[src/rtl/ram_port_arbiter.sv]
// ram_port_arbiter
// Shares one single-port RAM between four requesters using a rotating
// (round-robin) priority. At most one request is granted per cycle; the
// granted requester's address/data/op drive the RAM pins directly, and reads
// come back two cycles later as a registered word with a one-hot strobe that
// names the requester that issued the read.
//
// Ports:
//   clk, reset               clock, synchronous active-high reset
//   i_req/i_we               per-requester request and op (1 = write)
//   i_addr/i_wdata           packed per-requester address / write data
//   o_gnt                    one-hot grant (combinational), zero when idle
//   o_sel                    granted index, or last granted index when idle
//   o_ram_addr/o_ram_data    fields of the selected requester
//   o_ram_we/o_ram_oe        RAM write enable and its complement
//   i_ram_rdata              RAM read data (valid the cycle after a read grant)
//   o_rvalid/o_rdata         read-return strobe (one-hot) and registered data
module ram_port_arbiter #(
  parameter int DATA_WIDTH = 8,
  parameter int ADDR_WIDTH = 8
) (
  input  logic                    clk,
  input  logic                    reset,
  input  logic [3:0]              i_req,
  input  logic [3:0]              i_we,
  input  logic [4*ADDR_WIDTH-1:0] i_addr,
  input  logic [4*DATA_WIDTH-1:0] i_wdata,
  output logic [3:0]              o_gnt,
  output logic [1:0]              o_sel,
  output logic [ADDR_WIDTH-1:0]   o_ram_addr,
  output logic [DATA_WIDTH-1:0]   o_ram_data,
  output logic                    o_ram_we,
  output logic                    o_ram_oe,
  input  logic [DATA_WIDTH-1:0]   i_ram_rdata,
  output logic [3:0]              o_rvalid,
  output logic [DATA_WIDTH-1:0]   o_rdata
);

  logic [1:0]            ptr_reg;
  logic [1:0]            last_sel_reg;
  logic                  rd1_v_reg;
  logic [1:0]            rd1_tag_reg;
  logic                  rd2_v_reg;
  logic [1:0]            rd2_tag_reg;
  logic [DATA_WIDTH-1:0] rdata_reg;

  logic [3:0]            eligible;
  logic [ADDR_WIDTH-1:0] addr_slice [4];
  logic [DATA_WIDTH-1:0] wdata_slice [4];

  logic                  gnt_found;
  logic [1:0]            gnt_idx;
  logic [1:0]            cand;
  logic [1:0]            sel;

  // A write cannot be granted the cycle after a read grant: the RAM drives
  // its read data during that cycle and would tri-state it if we=1.
  // Nothing is eligible while reset is held.
  generate
    for (genvar gi = 0; gi < 4; gi++) begin : g_req
      assign eligible[gi]    = !reset && i_req[gi] && !(rd1_v_reg && i_we[gi]);
      assign addr_slice[gi]  = i_addr[gi*ADDR_WIDTH +: ADDR_WIDTH];
      assign wdata_slice[gi] = i_wdata[gi*DATA_WIDTH +: DATA_WIDTH];
    end
  endgenerate

  // Scan from ptr upward (mod 4); the first eligible requester wins.
  always_comb begin
    gnt_found = 1'b0;
    gnt_idx   = ptr_reg;
    cand      = ptr_reg;
    for (int i = 0; i < 4; i++) begin
      cand = ptr_reg + i[1:0];
      if (!gnt_found && eligible[cand]) begin
        gnt_found = 1'b1;
        gnt_idx   = cand;
      end
    end
  end

  assign sel        = gnt_found ? gnt_idx : last_sel_reg;
  assign o_sel      = sel;
  assign o_gnt      = gnt_found ? (4'b0001 << gnt_idx) : 4'b0000;
  assign o_ram_addr = addr_slice[sel];
  assign o_ram_data = wdata_slice[sel];
  assign o_ram_we   = gnt_found && i_we[gnt_idx];
  assign o_ram_oe   = !o_ram_we;
  assign o_rvalid   = rd2_v_reg ? (4'b0001 << rd2_tag_reg) : 4'b0000;
  assign o_rdata    = rdata_reg;

  always_ff @(posedge clk) begin
    if (reset) begin
      ptr_reg      <= 2'd0;
      last_sel_reg <= 2'd0;
      rd1_v_reg    <= 1'b0;
      rd1_tag_reg  <= 2'd0;
      rd2_v_reg    <= 1'b0;
      rd2_tag_reg  <= 2'd0;
      rdata_reg    <= '0;
    end else begin
      if (gnt_found) begin
        ptr_reg      <= gnt_idx + 2'd1;  // natural wrap 3 -> 0
        last_sel_reg <= gnt_idx;
      end
      // Stage 1: read issued to the RAM this cycle.
      rd1_v_reg   <= gnt_found && !i_we[gnt_idx];
      rd1_tag_reg <= gnt_idx;
      // Stage 2: RAM data is valid now; capture it and raise the strobe.
      rd2_v_reg   <= rd1_v_reg;
      rd2_tag_reg <= rd1_tag_reg;
      if (rd1_v_reg) begin
        rdata_reg <= i_ram_rdata;
      end
    end
  end

endmodule

[config.mk]
export PLATFORM = sky130hd
export DESIGN_NAME = ram_port_arbiter
export DESIGN_NICKNAME = d
export VERILOG_FILES = /design/src/rtl/ram_port_arbiter.sv
export SDC_FILE = /design/constraint.sdc
export NUM_CORES = 1
export LEC_CHECK = 0
export BUFFER_PORTS_ARGS = -buffer_cell sky130_fd_sc_hd__buf_2
export CORE_MARGIN = 2
export CORE_UTILIZATION = 40
export DETAILED_ROUTE_END_ITERATION = 8
export PLACE_DENSITY_LB_ADDON = 0.05
export SYNTH_ARGS = -nofsm -noshare
export SYNTH_HDL_FRONTEND = slang
export SYNTH_SLANG_ARGS = --single-unit
[constraint.sdc]
create_clock -name clk -period 2.5 [get_ports clk]
set_input_delay 0.125 -clock clk [delete_from_list [all_inputs] [get_ports clk]]
set_output_delay 0.125 -clock clk [all_outputs]
set_load 0.005 [all_outputs]
==> impl_metrics.json, run 1 <==
{
  "cts.sinks": 18,
  "grt_setup_unrepaired": "false",
  "drive_gt1_share_pct": 47.33,
  "grt_pass1_vias": 1422,
  "critPathRequiredTime_ns": 2.38,
  "drt-total-wl_mm": 3.878,
  "avgSynthCellArea_sq_um": 9.321,
  "clkTransAtPathRegs_ns": 0.06,
  "fillers": 368,
  "dp_cells": 326,
  "die_area_sq_um": 4456,
  "cts_hold_repair.buffers": 0,
  "worstPathArrival_ns": 2.24,
  "worstSkewPairLatency_ns": 0.25,
  "dieHeight_um": 66.76,
  "crit_buf_inv": 2,
  "endpoint_kind": "output pin",
  "cts_buffers": 3,
  "synth_edf_count": 0,
  "worst_pin_slew_ns": 0.3752,
  "maxCapViolations": 0,
  "relSlewSlack_pct": 74.81,
  "syn_area_sq_um": 1575,
  "fin_cells": 329,
  "period_needed_ns": 2.367,
  "first_pass_iters": 4,
  "period_share_pct": 94.68,
  "critPathLaunchType": "flip-flop",
  "setup_violations": 0,
  "ys_warn_count": 0,
  "yosys_most_used_dff": "dfxtp_1",
  "skew_ns": 0.001512,
  "worstSetupStartpoint": "rd1_v_reg",
  "yosysSeqAreaShare_pct": 22.88,
  "drt_iter0_drc": 97,
  "ctsResizeCount": 0,
  "cts_setup_buffers": 0,
  "path_max_fanout": 34,
  "syn_inst": 169,
  "status": "complete, no violations",
  "fin_setup_tns_ns": 0,
  "syn2layout_area_growth_pct": 38.76,
  "netlist-cell-type-count": 40,
  "gr-usage-all-layers_pct": 17.10,
  "critPathKind": "reg2out",
  "root_buffer": "clkbuf_8",
  "largest_reg_flops": 8,
  "drc_errors": 0,
  "cts_tree": "yes",
  "peakVddDrop_mv": 0.2427,
  "grt_pass1_wl_mm": 5.920,
  "htreeDepth": 1,
  "ant_nets": 0,
  "cp_top_family": "flip-flops",
  "holdCritStartpoint": "i_ram_rdata[2]",
  "crit_chain": "nand2_1, and3b_1, o221a_2, a22oi_2, buf_12, mux2i_1, mux2i_1, buf_2",
  "gp_congestion": 0.9211,
  "ios": 118,
  "layout.nets": 369,
  "clock_path_buffers": 2,
  "synthesis.nets": 255,
  "io_buffers": 117,
  "grt_max_degree": 35,
  "vias": 1630,
  "final_common_cell": "buf_2",
  "synth-seq-cells": 18,
  "hpwl_mm": 3.223,
  "synth_async_sr_flop_share_pct": 0,
  "hold_class": "in2reg",
  "slowest_delay_ns": 0.45,
  "die_w_um": 66.76,
  "drt-vias-per-instance": 4.954,
  "grt-ovfl-total": 0,
  "antenna_found_initial": 0,
  "layout_common_cells": "buf_2 (117), mux2i_1 (56), dfxtp_1 (18)",
  "fmax_mhz": 422.5,
  "powerDensity_nw_per_um2": 660.3,
  "wire_per_inst_um": 11.79,
  "slowest_stage": "dfxtp_1",
  "p_leak_nw": 1.308,
  "finalMaxSlewViolations": 0,
  "fp.coreArea_sq_um": 3716,
  "rr_startpoint": "rd1_v_reg",
  "cp_common_cell": "mux2i_1",
  "initial_core_util_pct": 42.39,
  "hold_viol_final": 0,
  "n_antenna_cell": 0,
  "rows": 22
}
[kinds of logic (layout without fill, tap and decap cells)]
group	Yosys count	after routing	synth area share (%)
compound gates	22	22	11.60
flops	18	18	22.88
mux	56	56	35.58
simple gates	52	52	17.48
fa+ha+maj	4	4	3.177
buf+inv	17	129	9.292
[metal layers]
layer  vias up  share of wire (%)  routed length [um]  track usage [%]
met1       701                 40                1546            19.92
li1        837                  -                   -                -
met4         0                1.3                  51            5.612
met3         7                7.3                 283            2.196
met5         -                  0                   0                0
met2        85                 51                1996            31.87
[path summary, 6_finish.rpt]
check | end | slack (ns) | cells after the start
setup / recovery | o_ram_data[2] | 0.13 | 8
hold / removal | o_rdata[2] | 0.11 | 3
setup reg to reg | ptr_reg[1] | 0.46 | 8
hold reg to reg | rd2_tag_reg[0] | 0.43 | 1
[worst reg2reg max path, stage by stage (launching register included)]
cell,delay (ns)
dfxtp_1,0.45
nand2_1,0.14
and3_1,0.23
o21ai_0,0.32
nand3_1,0.25
inv_1,0.13
ha_1,0.23
a21oi_1,0.12
nor2_1,0.05
[through the flow]
step           util [%]  hold WS (ns)  worst slack, ns  power (mW)  cell area, sq um
3_3_place_gp      57.71        0.3646           0.3138       1.265              2145
2_1_floorplan         -        0.2722           0.6302       1.020              1575
6_report          58.82        0.1051           0.1331       1.443              2186
4_1_cts           58.82        0.1095           0.1033       1.459              2186
3_5_place_dp      57.71        0.3670           0.3089       1.261              2145
5_1_grt           58.82        0.1202         0.008091       1.555              2186
[final cells by class]
| class | instances | area [sq um] | area share, % |
|---|---|---|---|
| sequential | 18 | 360.3 | 16.49 |
| inverter | 6 | 22.52 | 1.030 |
| timing repair buffer | 120 | 633.1 | 28.96 |
| multi-input combinational | 134 | 1069 | 48.88 |
| tap | 48 | 60.06 | 2.748 |
| clock buffer | 3 | 41.29 | 1.889 |
[power by group]
part / internal, mW / switching [mW]
sequential: 0.343 / 0.0449
clock: 0.107 / 0.0900
combinational: 0.447 / 0.412
total: 0.896 / 0.547
[Yosys cell counts, types with 2 or more instances]
master	count	area [sq um]
dfxtp_1	18	360.4
nand2_1	5	18.77
and3_1	2	12.51
mux2i_1	56	560.5
nand4_1	3	18.77
nor2_1	17	63.81
nand2_2	2	12.51
ha_1	4	50.05
and3b_1	2	17.52
nor2b_1	6	37.54
a311o_1	2	20.02
buf_12	2	40.04
and2_1	5	31.28
a21oi_1	3	15.01
a211oi_1	2	15.01
nand3_1	5	25.02
o31ai_1	2	15.01
inv_1	5	18.77
buf_6	5	56.30
o21ai_0	3	15.01
Note: power is estimated with default switching activity, not from simulation.
==> run 2, diff against run 1 <==
- RECOVER_POWER: unset -> 25
==> run 2 against run 1 <==
Power down 0.63%. Wire length about the same. Combinational power down 1%. Clock power about the same. First-iteration DRC count up 110%. Die area unchanged.
==> impl_metrics.json, run 2 (synthesized netlist as in run 1, its figures left out) <==
{
  "endpoint_kind": "output pin",
  "htreeDepth": 1,
  "cts_setup_buffers": 0,
  "antenna_found_initial": 0,
  "hold_viol_final": 0,
  "critPathRequiredTime_ns": 2.38,
  "multiInputGateArea_sq_um": 1069,
  "grt_pass1_wl_mm": 5.920,
  "ctsResizeCount": 0,
  "grt_use_met2_pct": 31.87,
  "dieHeight_um": 66.76,
  "slowest_delay_ns": 0.44,
  "dp_cells": 326,
  "hold_class": "in2reg",
  "ant_nets": 0,
  "cts.sinks": 18,
  "grt_setup_unrepaired": "false",
  "slowest_stage": "dfxtp_1",
  "drt_iter0_drc": 199,
  "p_leak_nw": 1.276,
  "worstPathArrival_ns": 2.24,
  "peakVddDrop_mv": 0.2427,
  "drive_gt1_share_pct": 44.48,
  "critPathKind": "reg2out",
  "gr-usage-all-layers_pct": 17.10,
  "fmax_mhz": 423.1,
  "path_max_fanout": 34,
  "syn2layout_area_growth_pct": 37.97,
  "drc_errors": 0,
  "fillers": 368,
  "gp_congestion": 0.9211,
  "fin_cells": 329,
  "root_buffer": "clkbuf_8",
  "maxCapViolations": 0,
  "fin_setup_tns_ns": 0,
  "relSlewSlack_pct": 61.27,
  "period_share_pct": 94.54,
  "drt-total-wl_mm": 3.875,
  "io_buffers": 117,
  "n_antenna_cell": 0,
  "setup_violations": 0,
  "grt-ovfl-total": 0,
  "die_area_sq_um": 4456,
  "status": "complete, no violations",
  "grt_util_met1_pct": 19.92,
  "finalMaxSlewViolations": 0,
  "crit_chain": "nand2_1, and3b_1, o221a_2, a22oi_2, buf_12, mux2i_1, mux2i_1, buf_2",
  "busiest_layer": "met2",
  "critPathLaunchType": "flip-flop",
  "clkTransAtPathRegs_ns": 0.06,
  "clock_path_buffers": 2,
  "rows": 22,
  "seq_area_sq_um": 360.3,
  "worstSkewPairLatency_ns": 0.25,
  "largest_reg_flops": 8,
  "die_w_um": 66.76,
  "cp_common_cell": "mux2i_1",
  "drt-vias-per-instance": 4.948,
  "initial_core_util_pct": 42.39,
  "final_common_cell": "buf_2",
  "use_met3_pct": 2.196,
  "period_needed_ns": 2.364,
  "hpwl_mm": 3.223,
  "layout_common_cells": "buf_2 (110), mux2i_1 (56), dfxtp_1 (18)",
  "grt_pass1_vias": 1422,
  "cts_buffers": 3,
  "grt_max_degree": 35,
  "fp.coreArea_sq_um": 3716,
  "layout.nets": 369,
  "wire_per_inst_um": 11.78,
  "skew_ns": 0.001509,
  "vias": 1628,
  "worst_pin_slew_ns": 0.5809,
  "first_pass_iters": 5,
  "powerDensity_nw_per_um2": 659.9,
  "cts_hold_repair.buffers": 0,
  "ios": 118,
  "cts_tree": "yes"
}
## run 2: cell count changes in the layout (fill, tap and decap cells not counted), sizes merged
cell / before / now
clkbuf: 3 / 11
buf: 120 / 112
## run 2: stage by stage
step / area [sq um] / power (mW) / hold WS, ns / utilization [%] / setup WS, ns
3_3_place_gp: 2145 / 1.265 / 0.3646 / 57.71 / 0.3138
3_5_place_dp: 2145 / 1.261 / 0.3670 / 57.71 / 0.3089
4_1_cts: 2186 / 1.459 / 0.1095 / 58.82 / 0.1033
2_1_floorplan: 1575 / 1.020 / 0.2722 / - / 0.6302
5_1_grt: 2173 / 1.546 / 0.1207 / 58.48 / 0.01206
6_report: 2173 / 1.434 / 0.1055 / 58.48 / 0.1364
## run 2: worst max-delay path: cells and delay by family (launching register included)
kind,cells,cell delay (ns)
simple gates,2,0.36
buf+inv,2,0.39
mux,2,0.32
flops,1,0.44
compound gates,2,0.45
## run 2: layout make-up
class	count	area share, %
multi-input cells	134	49.17
well taps	48	2.763
repair buffers	120	28.56
clock buffers	3	1.900
flip-flops and latches	18	16.58
inverters	6	1.036
## run 2: path summary, 6_finish.rpt
| path | startpoint | to | slack [ns] | cells after the start |
|---|---|---|---|---|
| max | rd1_v_reg | o_ram_data[2] | 0.14 | 8 |
| max reg2reg | rd1_v_reg | ptr_reg[1] | 0.46 | 8 |
| min reg2reg | rd1_tag_reg[0] | rd2_tag_reg[0] | 0.43 | 1 |
| min | i_ram_rdata[2] | o_rdata[2] | 0.11 | 3 |
## run 2: power breakdown
group / internal (mW) / leakage, nW / total, mW / switching, mW
clock network: 0.107 / 0.0216 / 0.197 / 0.0899
registers: 0.343 / 0.148 / 0.387 / 0.0447
logic: 0.438 / 1.11 / 0.850 / 0.412
total: 0.887 / 1.28 / 1.43 / 0.547
## run 2: per-layer routing
layer	routed length, um	part of all wire [%]	vias to the layer above
li1	-	-	836
met1	1545	40	702
met2	1997	52	83
met3	280	7.2	7
met4	51	1.3	0
met5	0	0	-
==> run 3, diff against run 2 <==
- CTS_BUF_LIST: unset -> sky130_fd_sc_hd__clkbuf_16
==> run 3 against run 2 <==
Sequential share of layout area fell by 0.25 points. Wire length shrank 0.10%. Clock skew grew 0.0021 ns. Count of clock-buffer cells in the layout unchanged. Worst setup slack improved by 0.017 ns. Worst hold slack improved by 0.010 ns. Utilization grew 0.91 points. Combinational power about the same. Power grew 7.5%. Global-route usage decreased by 0.071 points. Die area unchanged. Critical path depth unchanged. Largest power group unchanged. Highest routed layer unchanged.
==> impl_metrics.json, run 3 (synthesized netlist as in run 1, its figures left out) <==
{
  "status": "complete, no violations",
  "setup_violations": 0,
  "ios": 118,
  "cts_setup_buffers": 0,
  "stdcell_area_sq_um": 2207,
  "layout_common_cells": "buf_2 (110), mux2i_1 (56), dfxtp_1 (18)",
  "io_buffers": 117,
  "gr-usage-all-layers_pct": 17.03,
  "layout.nets": 369,
  "first_pass_iters": 4,
  "period_share_pct": 93.84,
  "seqPwrFrac_pct": 25.2,
  "maxCapViolations": 0,
  "powerDensity_nw_per_um2": 698.7,
  "slowest_delay_ns": 0.44,
  "worstSkewPairLatency_ns": 0.24,
  "fin_setup_tns_ns": 0,
  "power_switching_share_pct": 35.75,
  "grt_max_degree": 35,
  "final_common_cell": "buf_2",
  "drive_gt1_share_pct": 44.48,
  "hold_viol_final": 0,
  "cts.sinks": 18,
  "drt_iter0_drc": 133,
  "gp_congestion": 0.9211,
  "grt_pass1_vias": 1431,
  "htreeDepth": 1,
  "p_int_mw": 0.9909,
  "period_needed_ns": 2.346,
  "multiInputGateArea_sq_um": 1069,
  "antenna_found_initial": 0,
  "relSlewSlack_pct": 60.52,
  "path_max_fanout": 34,
  "critPathLaunchType": "flip-flop",
  "slowest_stage": "dfxtp_1",
  "root_buffer": "clkbuf_16",
  "rows": 22,
  "clockPowerShare_pct": 19.7,
  "fillers": 359,
  "finalMaxSlewViolations": 0,
  "drt-total-wl_mm": 3.871,
  "hold_class": "in2reg",
  "fp.coreArea_sq_um": 3716,
  "die_w_um": 66.76,
  "grt_pass1_wl_mm": 5.927,
  "rr_startpoint": "rd1_v_reg",
  "skew_ns": 0.003611,
  "grt_setup_unrepaired": "false",
  "critPathRequiredTime_ns": 2.38,
  "placed_cell_area_sq_um": 2145,
  "drc_errors": 0,
  "dieHeight_um": 66.76,
  "vias": 1613,
  "die_area_sq_um": 4456,
  "drt-vias-per-instance": 4.903,
  "p_leak_nw": 1.291,
  "peakVddDrop_mv": 0.2979,
  "ctsResizeCount": 0,
  "worstPathArrival_ns": 2.22,
  "critPathKind": "reg2out",
  "crit_chain": "nand2_1, and3b_1, o221a_2, a22oi_2, buf_12, mux2i_1, mux2i_1, buf_2",
  "grt-ovfl-total": 0,
  "cts_hold_repair.buffers": 0,
  "p_comb_share_pct": 55.1,
  "initial_core_util_pct": 42.39,
  "utilization_pct": 59.39,
  "cp_top_family": "compound AO/OA/AOI/OAI gates",
  "worst_pin_slew_ns": 0.5922,
  "clkTransAtPathRegs_ns": 0.05,
  "cts_buffers": 3,
  "wire_per_inst_um": 11.77,
  "clock_path_buffers": 2,
  "crit_buf_inv": 2,
  "syn2layout_area_growth_pct": 40.11,
  "holdCritStartpoint": "i_ram_rdata[2]",
  "ant_nets": 0,
  "n_antenna_cell": 0,
  "endpoint_kind": "output pin",
  "cp_common_cell": "mux2i_1",
  "fmax_mhz": 426.2,
  "hpwl_mm": 3.223,
  "largest_reg_flops": 8,
  "seq_area_sq_um": 360.3,
  "p_sw_mw": 0.5513,
  "cts_tree": "yes",
  "worstSetupStartpoint": "rd1_v_reg"
}
==> run 3: cell counts in the layout (fill, tap and decap cells not counted) <==
No cell type changed its count.
==> run 3: metal layers <==
metal	GRT usage [%]	share of wire, %
met5	0	0
met4	4.847	0.88
met3	2.196	7.1
met2	32.13	51
met1	19.82	41
==> run 3: final cells by class <==
| class | count | share of cell area (%) |
|---|---|---|
| well taps | 48 | 2.721 |
| repair buffers | 120 | 28.12 |
| inverters | 6 | 1.020 |
| flip-flops and latches | 18 | 16.33 |
| multi-input cells | 134 | 48.41 |
| clock buffers | 3 | 3.401 |
==> run 3: power groups by stage <==
stage	clock [mW]	combinational, mW	sequential [mW]
floorplan	0	0.642	0.378
global placement	0	0.871	0.394
detailed placement	0	0.868	0.393
CTS	0.311	0.871	0.388
global route	0.324	0.939	0.395
finish	0.304	0.850	0.388
==> run 3: worst reg2reg max path, delay by kind of cell (launching register included) <==
family          cells  cell delay (ns)
simple gates        4             0.67
flops               1             0.44
compound gates      2             0.42
fa+ha+maj           1             0.23
buf+inv             1             0.13
==> run 3: path summary, 6_finish.rpt <==
path / cells past startpoint / to / slack [ns]
max: 8 / o_ram_data[2] / 0.15
min: 3 / o_rdata[2] / 0.12
max reg2reg: 8 / ptr_reg[1] / 0.48
min reg2reg: 1 / rd2_tag_reg[0] / 0.43
==> run 3: per-stage QoR <==
step                hold WS (ns)  cells  power, mW  worst slack (ns)
detailed placement        0.3670    326      1.261            0.3089
global route              0.1312    329      1.658           0.02700
finish                    0.1156    329      1.542            0.1539
global placement          0.3646    326      1.265            0.3138
CTS                       0.1195    329      1.570            0.1189
floorplan                 0.2722    169      1.020            0.6302
